## config.mk

```make
export PLATFORM = sky130hd
export DESIGN_NAME = bf16_mul_arbiter
export DESIGN_NICKNAME = d
export VERILOG_FILES = /design/src/rtl/fpu_pkg.sv /design/src/rtl/bf16_mult.sv /design/src/rtl/rr_arbiter.sv /design/src/rtl/bf16_mul_arbiter.sv
export SDC_FILE = /design/constraint.sdc
export NUM_CORES = 1
export LEC_CHECK = 0
export CORE_ASPECT_RATIO = 1.25
export CORE_MARGIN = 5
export CORE_UTILIZATION = 51
export DETAILED_ROUTE_END_ITERATION = 6
export HOLD_SLACK_MARGIN = 0.1
export PLACE_DENSITY = 0.86
export SYNTH_ARGS = -nofsm -noshare
export SYNTH_HDL_FRONTEND = slang
export SYNTH_SLANG_ARGS = --single-unit
```

## constraint.sdc

```tcl
create_clock -name clk_i -period 7.3 [get_ports clk_i]
set_input_delay 1.46 -clock clk_i [delete_from_list [all_inputs] [get_ports clk_i]]
set_output_delay 1.46 -clock clk_i [all_outputs]
set_load 0.05 [all_outputs]
```

## src/rtl/fpu_pkg.sv

```systemverilog
// Shared bf16 type and special-value constants for the multiplier datapath.
package fpu_pkg;
  typedef logic [15:0] bf16_t;

  localparam bf16_t BF16_QNAN = 16'h7FC0;
  localparam bf16_t BF16_PINF = 16'h7F80;
  localparam bf16_t BF16_ZERO = 16'h0000;
endpackage

```

## src/rtl/bf16_mult.sv

```systemverilog
// Combinational bf16 multiply, round-to-nearest-even. Subnormal inputs read as zero,
// subnormal results flush to signed zero, every NaN result is the canonical quiet NaN.
module bf16_mult
  import fpu_pkg::*;
(
  input  bf16_t a,
  input  bf16_t b,
  output bf16_t c
);
  logic              sign;
  logic [7:0]        ea, eb;
  logic [6:0]        ma, mb;
  logic              a_nan, b_nan, a_inf, b_inf, a_zero, b_zero;
  logic [15:0]       prod;
  logic signed [9:0] exp_raw, exp_n, exp_r;
  logic [6:0]        mant;
  logic              guard, sticky, rnd;
  logic [7:0]        mant_r;

  always_comb begin
    sign   = a[15] ^ b[15];
    ea     = a[14:7];
    eb     = b[14:7];
    ma     = a[6:0];
    mb     = b[6:0];
    a_nan  = (ea == 8'hFF) && (ma != 7'd0);
    b_nan  = (eb == 8'hFF) && (mb != 7'd0);
    a_inf  = (ea == 8'hFF) && (ma == 7'd0);
    b_inf  = (eb == 8'hFF) && (mb == 7'd0);
    a_zero = (ea == 8'h00);
    b_zero = (eb == 8'h00);

    prod    = {8'b0, 1'b1, ma} * {8'b0, 1'b1, mb};
    exp_raw = signed'({2'b0, ea}) + signed'({2'b0, eb}) - 10'sd127;
    // Product of two [1,2) significands lies in [1,4); normalise the [2,4) case.
    if (prod[15]) begin
      mant   = prod[14:8];
      guard  = prod[7];
      sticky = |prod[6:0];
      exp_n  = exp_raw + 10'sd1;
    end else begin
      mant   = prod[13:7];
      guard  = prod[6];
      sticky = |prod[5:0];
      exp_n  = exp_raw;
    end
    rnd    = guard & (sticky | mant[0]);
    mant_r = {1'b0, mant} + {7'b0, rnd};
    exp_r  = mant_r[7] ? exp_n + 10'sd1 : exp_n;

    if (a_nan || b_nan || (a_inf && b_zero) || (b_inf && a_zero)) begin
      c = BF16_QNAN;
    end else if (a_inf || b_inf) begin
      c = {sign, BF16_PINF[14:0]};
    end else if (a_zero || b_zero) begin
      c = {sign, BF16_ZERO[14:0]};
    end else if (exp_r >= 10'sd255) begin
      c = {sign, BF16_PINF[14:0]};
    end else if (exp_r <= 10'sd0) begin
      c = {sign, BF16_ZERO[14:0]};
    end else begin
      c = {sign, exp_r[7:0], mant_r[6:0]};
    end
  end
endmodule

```

## src/rtl/rr_arbiter.sv

```systemverilog
// Combinational round-robin arbiter: one-hot grant to the first request at or above ptr,
// wrapping to the lowest request when nothing at or above ptr is pending.
module rr_arbiter #(
  parameter int unsigned NUM_REQ = 4,
  parameter int unsigned ID_W    = $clog2(NUM_REQ)
) (
  input  logic [NUM_REQ-1:0] req,
  input  logic [ID_W-1:0]    ptr,
  output logic [NUM_REQ-1:0] grant
);
  logic [NUM_REQ-1:0] req_hi;
  logic [NUM_REQ-1:0] pick;
  logic               found;

  always_comb begin
    req_hi = '0;
    for (int unsigned i = 0; i < NUM_REQ; i++) begin
      req_hi[i] = req[i] && (i >= 32'(ptr));
    end
    pick  = (|req_hi) ? req_hi : req;
    grant = '0;
    found = 1'b0;
    for (int unsigned i = 0; i < NUM_REQ; i++) begin
      if (!found && pick[i]) begin
        grant[i] = 1'b1;
        found    = 1'b1;
      end
    end
  end
endmodule

```

## src/rtl/bf16_mul_arbiter.sv

```systemverilog
// Shares one bf16 multiplier among NUM_REQ requesters: round-robin grant into an operand
// register, product into a result register, result returned only to its issuer.
module bf16_mul_arbiter
  import fpu_pkg::*;
#(
  parameter int unsigned NUM_REQ = 4,
  parameter int unsigned ID_W    = $clog2(NUM_REQ)
) (
  input  logic                  clk_i,
  input  logic                  rst_i,
  input  logic [NUM_REQ-1:0]    req_valid_i,
  output logic [NUM_REQ-1:0]    req_ready_o,
  input  logic [NUM_REQ*16-1:0] req_a_i,
  input  logic [NUM_REQ*16-1:0] req_b_i,
  output logic [NUM_REQ-1:0]    rsp_valid_o,
  input  logic [NUM_REQ-1:0]    rsp_ready_i,
  output bf16_t                 rsp_c_o,
  output logic                  busy_o,
  output logic [31:0]           op_cnt_o
);
  logic             v1_q, v2_q;
  logic [ID_W-1:0]  id1_q, id2_q, ptr_q;
  bf16_t            a1_q, b1_q, c2_q;
  logic [31:0]      op_cnt_q;

  logic               drain, adv2, accept, any_grant;
  logic [NUM_REQ-1:0] arb_req, grant;
  logic [ID_W-1:0]    grant_id;
  bf16_t              a_sel, b_sel, mult_c;

  assign drain   = v2_q & rsp_ready_i[id2_q];
  assign adv2    = v1_q & (~v2_q | drain);
  assign accept  = ~v1_q | adv2;
  // Reset masks the grant so no requester sees ready while the pipe is held in reset.
  assign arb_req = accept && !rst_i ? req_valid_i : '0;

  rr_arbiter #(
    .NUM_REQ (NUM_REQ),
    .ID_W    (ID_W)
  ) u_arb (
    .req   (arb_req),
    .ptr   (ptr_q),
    .grant (grant)
  );

  always_comb begin
    grant_id = '0;
    a_sel    = BF16_ZERO;
    b_sel    = BF16_ZERO;
    for (int unsigned i = 0; i < NUM_REQ; i++) begin
      if (grant[i]) begin
        grant_id = ID_W'(i);
        a_sel    = req_a_i[16*i +: 16];
        b_sel    = req_b_i[16*i +: 16];
      end
    end
  end

  assign any_grant = |grant;

  bf16_mult u_mult (
    .a (a1_q),
    .b (b1_q),
    .c (mult_c)
  );

  always_ff @(posedge clk_i or posedge rst_i) begin
    if (rst_i) begin
      v1_q     <= 1'b0;
      id1_q    <= '0;
      a1_q     <= BF16_ZERO;
      b1_q     <= BF16_ZERO;
      v2_q     <= 1'b0;
      id2_q    <= '0;
      c2_q     <= BF16_ZERO;
      ptr_q    <= '0;
      op_cnt_q <= '0;
    end else begin
      if (any_grant) begin
        v1_q  <= 1'b1;
        id1_q <= grant_id;
        a1_q  <= a_sel;
        b1_q  <= b_sel;
        ptr_q <= (grant_id == ID_W'(NUM_REQ - 1)) ? '0 : grant_id + ID_W'(1);
      end else if (adv2) begin
        v1_q <= 1'b0;
      end
      // An advance in a drain cycle overwrites stage 2 directly, so no bubble is inserted.
      if (adv2) begin
        v2_q  <= 1'b1;
        id2_q <= id1_q;
        c2_q  <= mult_c;
      end else if (drain) begin
        v2_q <= 1'b0;
      end
      if (drain) begin
        op_cnt_q <= op_cnt_q + 32'd1;
      end
    end
  end

  always_comb begin
    rsp_valid_o = '0;
    if (v2_q) begin
      rsp_valid_o[id2_q] = 1'b1;
    end
  end

  assign req_ready_o = grant;
  assign rsp_c_o     = v2_q ? c2_q : BF16_ZERO;
  assign busy_o      = v1_q | v2_q;
  assign op_cnt_o    = op_cnt_q;
endmodule

```

==> impl_results.md <==
- Fillers: roughly 1200
- Die area: 18500 µm²
- Pin count of the biggest net entering global routing: 52
- # nets final: 1328
- Commonest non-fill, non-tap cell in the layout: clkdlybuf4s50_1
- Slew HR: between 40% and 50%
- CTS tree: done
- DRC Markers: 0
- Unrepaired setup endpoints after global routing: no
- Crit end category: flip-flop
- Final setup vio count: 0
- Post-DP HPWL: 18700 µm
- N_diodes: 0
- Post-synth EDFFs: 0
- I/O Buffers: between 150 and 200
- Clock Tree Root: clkbuf_16
- Delay of the slowest critical-path stage: around 0.54 ns
- Most frequent cells in the layout: 193 x clkdlybuf4s50_1, 88 x dfrtp_1, 77 x nor2_1
- Hold buffer count at CTS: 0
- Total track usage: 24.6%
- Via Count: 7654
- Routed WL: 22800 µm
- Ys async rst share: between 90% and 100%
- CORE AREA: 15600 µm²
- Sequential fraction of the synthesis area: between 20% and 30%
- Via density: slightly below 6
- Clk_lat worst skew: ~0.36 ns
- Die X: ~120 µm
- Ys flop type: dfrtp_1
- Deepest clock path buffer count: 2
- Fin Clk Skew: a little under 0.01 ns
- H-tree depth: 3
- Slowest cell on the critical path: fa_1
- Register area: approximately 2200 µm²
- DR iter-0 viols: 347
- Ports: slightly below 200
- Gp weighted congestion: between 0.9 and 1
- Vias in the first global route: 7659
- Slew @ Worst Pin: roughly 0.75 ns
- Drt wl/cell: ~17 µm
- Synthesized net count: between 1000 and 1500
- Flops & latches, synth: about 90
- Crit path top cell by count: inv_1
- Fraction of layout cells with a size suffix above 1: approximately 4.8%
- Num rows: 51
- Hold Path Class: flip-flop to flip-flop
- Num CTS Buffers: 9
- Fmax: between 0.1 and 0.15 GHz
- Overflow after GRT: 0
- DRT Pass-1 Iters: 5
- Crit path DAT: approximately 7.1 ns
- Ys Warns: 0
- Outcome: finished, final reports clean
- Fin. max-slew vios: 0
- Reg clk slew, reported paths: 0.07 ns
- Antenna violations before repair: 0
- Crit path max fanout: 8
- Setup TNS: 0 ns
- First-pass GRT wire length: roughly 36000 µm
- Chip height: between 150 and 200 µm
- Fin cells: 1322
- Crit path time final: around 6.8 ns
- Final hold vios: 0
- Effective utilization at floorplan: 51.9%
- Dpl cells: 1306
- WP data required: about 7.6 ns
- Fin crit share: just over 90%
- Syn avg cell area: 8.78 µm²
- Count of different cell masters after synthesis: 83
- CP Launch Type: flip-flop
- Setup Crit Path Kind: flip-flop to flip-flop
- Syn Inst Count: around 920
- Maxcap violations: 0
- Layout area overhead: 30.8%
- Routed Antenna Nets: 0
- Area of the multi-input gates: 5500 µm²
- Post-Synthesis Cell Area: about 8100 µm²
- # clock sinks: slightly below 90
state kept, by name (all words and copies together) (netlist names):
| register | count |
|---|---|
| op_cnt_o | 32 |
| c2_q | 16 |
| ptr_q | 2 |
| b1_q | 16 |
| v1_q | 1 |
| id2_q | 2 |
| id1_q | 2 |
| a1_q | 16 |
| v2_q | 1 |
what timing repair did:
item | CTS | global route
endpoints found under the setup margin | 0 | 6
buffers inserted | 0 | 0
resized for setup | 0 | 1
area by class of cell:
cell class	count	area share, %
inverters	79	2.81
well taps	212	2.50
flip-flops and latches	88	20.8
repair buffers	204	19.1
clock buffers	10	2.25
clock inverters	6	0.708
multi-input cells	723	51.9
final timing paths:
check / start / endpoint / slack, ns / cells past startpoint
max: a1_q[1] / c2_q[1] / 0.50 / 28
max reg2reg: a1_q[1] / c2_q[1] / 0.50 / 28
min reg2reg: op_cnt_o[31] / op_cnt_o[31] / 0.47 / 1
min: op_cnt_o[31] / op_cnt_o[31] / 0.47 / 1
max in group asynchronous: rst_i / c2_q[8] / 4.69 / 3
min in group asynchronous: rst_i / b1_q[14] / 1.56 / 2
cell families (layout without fill, tap and decap cells):
| family | after synthesis | in the layout | synth area share, % |
|---|---|---|---|
| multiplexers | 6 | 6 | 1.23 |
| AND/OR/NAND/NOR | 338 | 338 | 22.1 |
| adder cells (fa/ha/maj) | 85 | 85 | 16.5 |
| flip-flops | 88 | 88 | 27.2 |
| AO/OA/AOI/OAI | 229 | 229 | 20.2 |
| XOR/XNOR | 65 | 65 | 7.51 |
| buffers and inverters | 113 | 299 | 5.26 |
stage by stage:
stage / hold slack [ns] / util [%] / setup slack (ns) / area, µm²
3_5_place_dp: 0.463 / 65.8 / 0.452 / 10300
4_1_cts: 0.476 / 67.8 / 0.427 / 10600
5_1_grt: 0.494 / 67.8 / 0.0962 / 10600
6_report: 0.468 / 67.8 / 0.500 / 10600
2_1_floorplan: 0.440 / - / 0.714 / 8110
3_3_place_gp: 0.454 / 65.8 / 0.638 / 10300
cells in the mapped netlist (all sizes together) (31+ instances only):
cell     n  area (µm²)
a21oi   35         175
a221oi  33         307
a22oi   32         240
and2    55         344
clkbuf  31         118
dfrtp   88        2200
fa      37         741
ha      48         601
inv     78         293
nand2   62         235
nand3   31         160
nor2    78         293
o21ai   61         305
xnor2   40         369
critical path: cells and delay by family, from the launching register on:
kind	cells	cell delay (ns)
fa+ha+maj	6	2.64
simple gates	6	1.34
compound gates	7	1.22
xor+xnor	3	0.59
flops	1	0.45
buf+inv	6	0.43
metal layers:
layer / GRT usage, % / share of wire, % / up-vias
met3: 4.45 / 5.5 / 50
met5: 0 / 0 / -
met1: 28.2 / 39 / 3658
li1: - / - / 3694
met2: 44.5 / 52 / 252
met4: 10.4 / 3.5 / 0
Power is left out: the tool's default activity adds up to more than one toggle a clock period on the data nets, which glitch-free logic cannot reach.
